$ cat src/rtl/hazard_scoreboard_if.sv
// ID-stage hazard bus: decoded ID operands and pipeline controls in, stall/issue/occupancy out.
// stall_cnt_o exists only when HAZARD_STATS_EN is defined.
interface hazard_scoreboard_if #(
  parameter int ADDR_W      = 5,
  parameter int NUM_ENTRIES = 2
);
  localparam int PCW = $clog2(NUM_ENTRIES + 1);

  logic              id_valid_i;
  logic [ADDR_W-1:0] id_rs1_addr_i;
  logic [ADDR_W-1:0] id_rs2_addr_i;
  logic              id_rs1_used_i;
  logic              id_rs2_used_i;
  logic [ADDR_W-1:0] id_rd_addr_i;
  logic              id_rd_wr_i;
  logic              id_load_i;
  logic              freeze_i;
  logic              flush_i;
  logic              stall_o;
  logic              issue_o;
  logic              full_o;
  logic [PCW-1:0]    pending_cnt_o;
`ifdef HAZARD_STATS_EN
  logic [31:0]       stall_cnt_o;

  modport master (
    output id_valid_i, id_rs1_addr_i, id_rs2_addr_i, id_rs1_used_i, id_rs2_used_i,
           id_rd_addr_i, id_rd_wr_i, id_load_i, freeze_i, flush_i,
    input  stall_o, issue_o, full_o, pending_cnt_o, stall_cnt_o
  );
  modport slave (
    input  id_valid_i, id_rs1_addr_i, id_rs2_addr_i, id_rs1_used_i, id_rs2_used_i,
           id_rd_addr_i, id_rd_wr_i, id_load_i, freeze_i, flush_i,
    output stall_o, issue_o, full_o, pending_cnt_o, stall_cnt_o
  );
`else
  modport master (
    output id_valid_i, id_rs1_addr_i, id_rs2_addr_i, id_rs1_used_i, id_rs2_used_i,
           id_rd_addr_i, id_rd_wr_i, id_load_i, freeze_i, flush_i,
    input  stall_o, issue_o, full_o, pending_cnt_o
  );
  modport slave (
    input  id_valid_i, id_rs1_addr_i, id_rs2_addr_i, id_rs1_used_i, id_rs2_used_i,
           id_rd_addr_i, id_rd_wr_i, id_load_i, freeze_i, flush_i,
    output stall_o, issue_o, full_o, pending_cnt_o
  );
`endif
endinterface

$ cat src/rtl/hazard_scoreboard.sv
// Load-use / multi-cycle hazard scoreboard: stall_o and issue_o are combinational from current entries; full/count are registered.
// freeze_i holds every entry; optional HAZARD_STATS_EN adds a saturating stall-cycle counter.
module hazard_scoreboard #(
  parameter int ADDR_W      = 5,
  parameter int NUM_ENTRIES = 2,
  parameter int LOAD_LAT    = 1,
  parameter int CNT_W       = 4
) (
  input logic               clk_i,
  input logic               rst_i,
  hazard_scoreboard_if.slave sb
);
  localparam int PCW = $clog2(NUM_ENTRIES + 1);

  logic [NUM_ENTRIES-1:0] vld_q, vld_d;
  logic [ADDR_W-1:0]      rd_q  [NUM_ENTRIES];
  logic [ADDR_W-1:0]      rd_d  [NUM_ENTRIES];
  logic [CNT_W-1:0]       cnt_q [NUM_ENTRIES];
  logic [CNT_W-1:0]       cnt_d [NUM_ENTRIES];
  logic                   full_q;
  logic [PCW-1:0]         pend_q, pend_d;

  logic raw_hit, waw_hit, rd_match;
  logic live, stall, issue, alloc, found;

  always_comb begin
    raw_hit  = 1'b0;
    waw_hit  = 1'b0;
    rd_match = 1'b0;
    for (int i = 0; i < NUM_ENTRIES; i++) begin
      if (vld_q[i]) begin
        if (sb.id_rs1_used_i && sb.id_rs1_addr_i != '0 && sb.id_rs1_addr_i == rd_q[i]) raw_hit = 1'b1;
        if (sb.id_rs2_used_i && sb.id_rs2_addr_i != '0 && sb.id_rs2_addr_i == rd_q[i]) raw_hit = 1'b1;
        if (sb.id_rd_addr_i == rd_q[i]) begin
          rd_match = 1'b1;
          if (sb.id_rd_wr_i && sb.id_rd_addr_i != '0) waw_hit = 1'b1;
        end
      end
    end
  end

  assign live  = sb.id_valid_i && !sb.flush_i;
  assign stall = live && (raw_hit || waw_hit || (sb.id_load_i && full_q && !rd_match));
  assign issue = live && !stall && !sb.freeze_i;
  assign alloc = issue && sb.id_load_i && sb.id_rd_wr_i && (sb.id_rd_addr_i != '0);

  // Allocation searches the pre-edge valid map, so a retiring slot is never reused on the same edge.
  always_comb begin
    vld_d  = vld_q;
    rd_d   = rd_q;
    cnt_d  = cnt_q;
    found  = 1'b0;
    pend_d = '0;
    if (!sb.freeze_i) begin
      for (int i = 0; i < NUM_ENTRIES; i++) begin
        if (vld_q[i]) begin
          if (cnt_q[i] > CNT_W'(1)) begin
            cnt_d[i] = cnt_q[i] - CNT_W'(1);
          end else begin
            vld_d[i] = 1'b0;
            cnt_d[i] = '0;
          end
        end
      end
      if (alloc) begin
        for (int i = 0; i < NUM_ENTRIES; i++) begin
          if (!found && !vld_q[i]) begin
            found    = 1'b1;
            vld_d[i] = 1'b1;
            rd_d[i]  = sb.id_rd_addr_i;
            cnt_d[i] = CNT_W'(LOAD_LAT);
          end
        end
      end
    end
    for (int i = 0; i < NUM_ENTRIES; i++) pend_d = pend_d + PCW'(vld_d[i]);
  end

  always_ff @(posedge clk_i or posedge rst_i) begin
    if (rst_i) begin
      vld_q  <= '0;
      full_q <= 1'b0;
      pend_q <= '0;
      for (int i = 0; i < NUM_ENTRIES; i++) begin
        rd_q[i]  <= '0;
        cnt_q[i] <= '0;
      end
    end else begin
      vld_q  <= vld_d;
      full_q <= &vld_d;
      pend_q <= pend_d;
      rd_q   <= rd_d;
      cnt_q  <= cnt_d;
    end
  end

  assign sb.stall_o       = stall;
  assign sb.issue_o       = issue;
  assign sb.full_o        = full_q;
  assign sb.pending_cnt_o = pend_q;

`ifdef HAZARD_STATS_EN
  logic [31:0] stall_cnt_q;

  always_ff @(posedge clk_i or posedge rst_i) begin
    if (rst_i) begin
      stall_cnt_q <= '0;
    end else if (stall && !sb.freeze_i && stall_cnt_q != 32'hFFFF_FFFF) begin
      stall_cnt_q <= stall_cnt_q + 32'd1;
    end
  end

  assign sb.stall_cnt_o = stall_cnt_q;
`endif
endmodule

$ cat src/flat_wrapper.sv
// flat-port wrapper written by rule: the top's interface ports become plain ports
module hazard_scoreboard_flat 
#(
  parameter int ADDR_W      = 5,
  parameter int NUM_ENTRIES = 2,
  parameter int LOAD_LAT    = 1,
  parameter int CNT_W       = 4
)
  (clk_i, rst_i, sb_id_valid_i, sb_id_rs1_addr_i, sb_id_rs2_addr_i, sb_id_rs1_used_i, sb_id_rs2_used_i, sb_id_rd_addr_i, sb_id_rd_wr_i, sb_id_load_i, sb_freeze_i, sb_flush_i, sb_stall_o, sb_issue_o, sb_full_o, sb_pending_cnt_o);
  hazard_scoreboard_if #(.ADDR_W(ADDR_W), .NUM_ENTRIES(NUM_ENTRIES)) sb_i ();
  input logic clk_i;
  input logic rst_i;
  input wire logic [$bits(sb_i.id_valid_i)-1:0] sb_id_valid_i;
  input wire logic [$bits(sb_i.id_rs1_addr_i)-1:0] sb_id_rs1_addr_i;
  input wire logic [$bits(sb_i.id_rs2_addr_i)-1:0] sb_id_rs2_addr_i;
  input wire logic [$bits(sb_i.id_rs1_used_i)-1:0] sb_id_rs1_used_i;
  input wire logic [$bits(sb_i.id_rs2_used_i)-1:0] sb_id_rs2_used_i;
  input wire logic [$bits(sb_i.id_rd_addr_i)-1:0] sb_id_rd_addr_i;
  input wire logic [$bits(sb_i.id_rd_wr_i)-1:0] sb_id_rd_wr_i;
  input wire logic [$bits(sb_i.id_load_i)-1:0] sb_id_load_i;
  input wire logic [$bits(sb_i.freeze_i)-1:0] sb_freeze_i;
  input wire logic [$bits(sb_i.flush_i)-1:0] sb_flush_i;
  output wire logic [$bits(sb_i.stall_o)-1:0] sb_stall_o;
  output wire logic [$bits(sb_i.issue_o)-1:0] sb_issue_o;
  output wire logic [$bits(sb_i.full_o)-1:0] sb_full_o;
  output wire logic [$bits(sb_i.pending_cnt_o)-1:0] sb_pending_cnt_o;
  assign sb_i.id_valid_i = sb_id_valid_i;
  assign sb_i.id_rs1_addr_i = sb_id_rs1_addr_i;
  assign sb_i.id_rs2_addr_i = sb_id_rs2_addr_i;
  assign sb_i.id_rs1_used_i = sb_id_rs1_used_i;
  assign sb_i.id_rs2_used_i = sb_id_rs2_used_i;
  assign sb_i.id_rd_addr_i = sb_id_rd_addr_i;
  assign sb_i.id_rd_wr_i = sb_id_rd_wr_i;
  assign sb_i.id_load_i = sb_id_load_i;
  assign sb_i.freeze_i = sb_freeze_i;
  assign sb_i.flush_i = sb_flush_i;
  assign sb_stall_o = sb_i.stall_o;
  assign sb_issue_o = sb_i.issue_o;
  assign sb_full_o = sb_i.full_o;
  assign sb_pending_cnt_o = sb_i.pending_cnt_o;
  hazard_scoreboard #(.ADDR_W(ADDR_W), .NUM_ENTRIES(NUM_ENTRIES), .LOAD_LAT(LOAD_LAT), .CNT_W(CNT_W)) u_core (.clk_i(clk_i), .rst_i(rst_i), .sb(sb_i));
endmodule
$ cat config.mk
export PLATFORM = sky130hd
export DESIGN_NAME = hazard_scoreboard_flat
export DESIGN_NICKNAME = d
export VERILOG_FILES = /design/src/rtl/hazard_scoreboard_if.sv /design/src/rtl/hazard_scoreboard.sv /design/src/flat_wrapper.sv
export SDC_FILE = /design/constraint.sdc
export NUM_CORES = 1
export LEC_CHECK = 0
export CORE_ASPECT_RATIO = 1.1
export CORE_MARGIN = 8
export CORE_UTILIZATION = 55
export CTS_CLUSTER_SIZE = 8
export DETAILED_ROUTE_END_ITERATION = 10
export HOLD_SLACK_MARGIN = 0.08
export PLACE_DENSITY = 0.89
export SYNTH_ARGS = -nofsm -noshare
export SYNTH_HDL_FRONTEND = slang
export SYNTH_SLANG_ARGS = --single-unit
export TNS_END_PERCENT = 5
$ cat constraint.sdc
create_clock -name clk_i -period 6.3 [get_ports clk_i]
set_input_delay 1.89 -clock clk_i [delete_from_list [all_inputs] [get_ports clk_i]]
set_output_delay 1.89 -clock clk_i [all_outputs]
set_load 0.02 [all_outputs]
==> results of run 1 <==
## final cells by class
class | count | share of cell area
inverter | 9 | 0.01757
timing repair buffer | 37 | 0.1809
clock buffer | 4 | 0.01887
sequential | 22 | 0.2863
multi-input combinational | 119 | 0.4750
tap | 33 | 0.02147
## Yosys cell counts
cell type,instances,area [µm²]
o21ai_0,8,40.04
or4_2,1,8.760
a21oi_1,3,15.01
o31ai_1,3,22.52
nor3_1,9,45.04
nor4_1,3,18.77
or4_1,2,15.01
or2b_2,1,8.760
o22ai_1,2,12.51
clkbuf_1,1,3.750
dfrtp_1,22,550.5
nor2_1,5,18.77
a22o_2,1,10.01
o32ai_2,1,16.27
nand3_1,4,20.02
o221a_2,1,11.26
buf_4,1,7.510
buf_6,1,11.26
or3_1,1,6.260
xor2_1,15,131.4
mux2_4,4,60.06
inv_1,9,33.78
a211o_1,1,8.760
nand2b_1,2,12.51
ha_1,5,62.56
a2bb2oi_1,1,8.760
mux2_2,6,67.56
and3b_1,1,8.760
xnor2_1,15,131.4
nand2_1,13,48.80
a31o_2,2,17.52
or4_4,2,22.52
a21o_2,1,8.760
nand4_1,2,12.51
o31a_1,2,17.52
or3b_2,1,8.760
a221o_1,1,10.01
## metal layers
metal / global-route usage / wire length (µm)
met5: 0 / 0
met4: 0.05701 / 64
met3: 0.03160 / 124
met2: 0.2831 / 1873
met1: 0.1927 / 1589
## worst paths after layout
kind                                        startpoint                              endpoint  slack [ps]  cells after the start
max                                sb_id_rs2_addr_i[0]                            sb_stall_o         120                      7
min                        u_core.cnt_q[5]$_DFFE_PP0N_           u_core.cnt_q[5]$_DFFE_PP0N_         540                      2
max reg2reg                 u_core.rd_q[5]$_DFFE_PP0P_            u_core.rd_q[7]$_DFFE_PP0P_        3570                      6
min reg2reg                u_core.cnt_q[5]$_DFFE_PP0N_           u_core.cnt_q[5]$_DFFE_PP0N_         540                      2
max in group asynchronous                        rst_i            u_core.rd_q[4]$_DFFE_PP0P_        3750                      2
min in group asynchronous                        rst_i  u_core.sb.pending_cnt_o[0]$_DFF_PP0_        2030                      2
## logic make-up (layout without fill, tap and decap cells)
group                    count (synthesis)  in the layout  share of synthesized area
buffers and inverters                   12             50                    0.03719
flip-flops                              22             22                     0.3636
multiplexers                            10             10                    0.08430
adder cells (fa/ha/maj)                  5              5                    0.04132
XOR/XNOR                                30             30                     0.1736
AO/OA/AOI/OAI                           27             27                     0.1314
AND/OR/NAND/NOR                         47             47                     0.1686
## stage by stage
stage | power [W] | worst slack, ps | setup TNS (ps) | std cells
after CTS | 0.0006813 | 78.72 | 0 | 224
after floorplan | 0.0005013 | 1015 | 0 | 153
after detailed placement | 0.0006028 | 86.22 | 0 | 220
after global routing | 0.0007368 | -6.636 | -6.636 | 224
final | 0.0006831 | 117.1 | 0 | 224
after global placement | 0.0005834 | 125.5 | 0 | 220
## power groups by stage
stage,combinational (W),clock [W],sequential [W]
6_report,0.000315,0.0000784,0.000290
4_1_cts,0.000316,0.0000787,0.000287
5_1_grt,0.000352,0.0000862,0.000299
2_1_floorplan,0.000225,0,0.000276
3_3_place_gp,0.000297,0,0.000286
3_5_place_dp,0.000313,0,0.000290
## state kept, by name, summed over array words and instances (netlist names), named ones only
| name | cells |
|---|---|
| u_core.sb.pending_cnt_o | 1 |
| u_core.sb.full_o | 1 |
| u_core.vld_q | 1 |
| u_core.cnt_q | 8 |
| u_core.rd_q | 10 |
## tightest hold or removal path, cell delays in order, from the launching register on
cell     delay [ps]
dfrtp_1         380
a21oi_1          70
o31ai_1          60
## repair_timing
| action | CTS | global route |
|---|---|---|
| resized for setup | 0 | 4 |
| endpoints found under the setup margin | 0 | 2 |
| buffers inserted | 0 | 0 |
==> out/results.ini, run 1 <==
[setup_path]
crit_family=buffers and inverters
path_class=input port to output pin
path_common_cell=clkdlybuf4s50_1
path_cells=clkdlybuf4s50_1 -> or4_1 -> o21ai_1 -> o22ai_1 -> a221o_1 -> and3b_1 -> clkdlybuf4s50_1
start_kind=input port
arrival_ps=4290
cp_num_buf_inv=2
cp_slowest_cell=or4_1
required_ps=4410
cp-end-kind=output pin
critPathMaxStageDelay_ps=540
path_max_fanout=2

[grt]
grt_overflow=0
track_usage=0.1634
grt_pass1_vias=1314
antenna_found_initial=0
grt_pass1_wl_um=6058
grt_max_degree=23

[floorplanning]
die_area_um2=4689
die_h_um=71.03
start_util=0.5602
core_um2=2703
die_w_um=66.03
rows=20
io_pins=29

[pwr]
power_density_nw_per_um2=355.2
clockPowerShare=0.115
swShare=0.4023
seqPwrFrac=0.424
irDropWorstVdd_mv=0.2562
intPower_w=0.0004083
leakagePower_nw=0.8391
share_comb_of_total_power=0.461
switchingPower_w=0.0002748

[yosys]
ys_seq_area_frac=0.3636
synth_area_per_cell_um2=9.895
yosysWarnings=0
synth_nets=182
synth.ff_latch_count=22
syn-cell-area_um2=1514
synthCells=153
synth_cell_types=37

[layout]
finalInstanceArea_um2=1923
n_antenna_cell=0
final_layout_size_suffix_gt1_frac=0.1832
multiInputGateArea_um2=913.4
mostFrequentLayoutCells=28 x clkdlybuf4s50_1, 22 x dfrtp_1, 15 x xnor2_1, 15 x xor2_1, 13 x nand2_1
area_growth_pct=27.02
nNetsFinal=221
fillers=202
regArea_um2=550.5
final_util=0.7116
layout_commonest_cell=clkdlybuf4s50_1

[placement]
hpwl_um=2936
placed_cell_area_um2=1881
numPortBuffers=28
gp_congestion=0.8744

[sta]
drv_slew=0
min_period_ps=6183
worst_hold_slack_ps=544.0
final.setup_skew_ps=3.041
slew_headroom=0.3650
worst-slew-pin-transition_ps=945.2
post-route-period-util=0.9814
hold_viol_final=0
fmax_mhz=161.7
setup_viol=0

[outcome]
outcome=completed

[cts]
cts_tree=done
numClockSinks=22
numCtsBuffers=3
htree_levels=1
clockRootBuffer=clkbuf_4
cts_buffer_depth=2
path_clk_slew_ps=120
cts_hold_buf=0
clk-insertion-delay-late_ps=310

[drt]
first_iter_violations=76
drc=0
wl_per_cell_um=16.30
vias=1291
ant_nets=0
finalWirelength_um=3652
viasPerCell=5.763
dr.pass1.iters=4

[worst_hold_path]
worstHoldPathType=flip-flop to flip-flop

[job]
cap_viol_max_count=0

(Power assumes the default switching activity.)
==> inputs of run 2 (changes only) <==
--- a/config.mk
+++ b/config.mk
@@ -10,6 +10,7 @@
 export CORE_UTILIZATION = 55
 export CTS_CLUSTER_SIZE = 8
 export DETAILED_ROUTE_END_ITERATION = 10
+export GPL_ROUTABILITY_DRIVEN = 0
 export HOLD_SLACK_MARGIN = 0.08
 export PLACE_DENSITY = 0.89
 export SYNTH_ARGS = -nofsm -noshare
==> results of run 2 <==
No change in the layout: final DEF, timing and power equal those of run 1.
==> inputs of run 3 (changes only) <==
==> constraint.sdc (replaced) <==
create_clock -name clk_i -period 7.8 [get_ports clk_i]
set_input_delay 2.34 -clock clk_i [delete_from_list [all_inputs] [get_ports clk_i]]
set_output_delay 2.34 -clock clk_i [all_outputs]
set_load 0.02 [all_outputs]
==> run 3 against run 2 <==
Net effect: largest cell class unchanged; wire length is 0.30% lower; design area is 3.0% lower; register-to-register slack better by 1500 ps; critical path depth stayed put; via count is 4.1% lower; utilization is 2.1 points lower; clock-buffer cell count is 1 lower; sequential power is 20% lower; critical endpoint is now sb_issue_o; flip-flop and latch count stayed put; first-iteration DRC count is 6.6% higher; worst hold slack worse by 0.75 ps.
==> out/results.ini, run 3 (synthesis gave the netlist of run 1 again) <==
[grt]
grt_overflow=0
grt_pass1_vias=1292
grt_max_degree=23
antenna_found_initial=0
track_usage=0.1628
grt_pass1_wl_um=6085

[sta]
worst-slew-pin-transition_ps=953.0
min_period_ps=7299
post-route-period-util=0.9358
drv_slew=0
setup_viol=0
fmax_mhz=137.0
hold_viol_final=0
rsz0062_at_grt=no
slew_headroom=0.3598
fin_tns_setup_ps=0
final.setup_skew_ps=3.042

[layout]
nNetsFinal=212
final_layout_size_suffix_gt1_frac=0.1374
n_antenna_cell=0
largest_registers=u_core.rd_q x10, u_core.cnt_q x8
layout_commonest_cell=clkdlybuf4s50_1
mostFrequentLayoutCells=28 x clkdlybuf4s50_1, 22 x dfrtp_1, 15 x xnor2_1, 15 x xor2_1, 13 x nand2_1
area_growth_pct=23.22
top_register=u_core.rd_q
largest_reg_flops=10
layout.cells.non_filler=215

[setup_path]
arrival_ps=4960
required_ps=5460
reg2reg_to=u_core.rd_q[8]$_DFFE_PP0P_
r2r_slack_ps=5060
path_class=input port to output pin
r2r_cells=6
start_kind=input port
path_max_fanout=5
cp-end-kind=output pin
r2r-start=u_core.rd_q[1]$_DFFE_PP0P_

[cts]
numClockSinks=22
post-cts-setup-buffers=0
clockRootBuffer=clkbuf_4
cts_hold_buf=0
cts_tree=done
numCtsBuffers=3
cts_resized=0
path_clk_slew_ps=130
htree_levels=1
cts_buffer_depth=2
clk-insertion-delay-late_ps=320

[worst_hold_path]
min_path_cells=2
worstHoldPathType=flip-flop to flip-flop
hold_end=u_core.cnt_q[5]$_DFFE_PP0N_
min_from=u_core.cnt_q[5]$_DFFE_PP0N_

[placement]
post-place-cells=211
hpwl_um=2861
numPortBuffers=28

[floorplanning]
die_h_um=71.03
io_pins=29
start_util=0.5602
rows=20
die_area_um2=4689
die_w_um=66.03
core_um2=2703

[drt]
drc=0
finalWirelength_um=3641
vias=1238
first_iter_violations=81
viasPerCell=5.758
wl_per_cell_um=16.93
dr.pass1.iters=4
ant_nets=0

[job]
cap_viol_max_count=0

[outcome]
outcome=completed

[pwr]
leakagePower_nw=0.8015
irDropWorstVdd_mv=0.1904
power_density_nw_per_um2=309.5
p_total_w=0.0005774

## run 3: worst max path at each step
| stage | startpoint | to | slack [ps] |
|---|---|---|---|
| 6_report | sb_id_rd_addr_i[4] | sb_issue_o | 500 |
| 5_1_grt | sb_id_rd_addr_i[4] | sb_issue_o | 380 |
| 4_1_cts | sb_id_rd_addr_i[4] | sb_stall_o | 530 |
| 3_5_place_dp | sb_id_rd_addr_i[4] | sb_stall_o | 580 |
| 3_3_place_gp | sb_id_rd_addr_i[4] | sb_stall_o | 630 |
| 2_1_floorplan | sb_id_rd_addr_i[4] | sb_issue_o | 1620 |
## run 3: area by class of cell
| cell class | instances | area, µm² |
|---|---|---|
| Multi-Input combinational cell | 119 | 907.1 |
| Fill cell | 200 | 837.1 |
| Sequential cell | 22 | 550.5 |
| Timing Repair Buffer | 28 | 280.3 |
| Tap cell | 33 | 41.29 |
| Inverter | 9 | 33.78 |
| Clock inverter | 1 | 30.03 |
| Clock buffer | 3 | 22.52 |
## run 3: stage by stage
stage / hold slack [ps] / area, µm² / util / setup WS [ps]
5_1_grt: 573.2 / 1866 / 0.6903 / 379.3
6_report: 543.3 / 1866 / 0.6903 / 500.9
4_1_cts: 544.9 / 1866 / 0.6903 / 527.2
3_5_place_dp: 514.8 / 1813 / 0.6708 / 577.9
2_1_floorplan: 482.5 / 1514 / - / 1615
3_3_place_gp: 517.8 / 1813 / 0.6708 / 633.8
## run 3: power by group
part / internal (W) / total, W / switching (W)
sequential: 0.000163 / 0.000233 / 0.0000709
clock: 0.0000520 / 0.0000895 / 0.0000376
combinational: 0.000136 / 0.000254 / 0.000118
total: 0.000351 / 0.000577 / 0.000227
## run 3: critical path: stages
cell	delay [ps]
clkdlybuf4s50_1	500
or4_2	720
o21ai_0	290
nand2_1	90
a221o_1	320
nor2_1	90
clkdlybuf4s50_1	610
## run 3: metal layers
layer,track usage,part of all wire,wire (µm),vias to the layer above
met5,0,0,0,-
met4,0.05701,0.017,62,0
met3,0.03476,0.052,188,8
met2,0.2907,0.53,1934,33
met1,0.1823,0.40,1455,588
li1,-,-,-,609
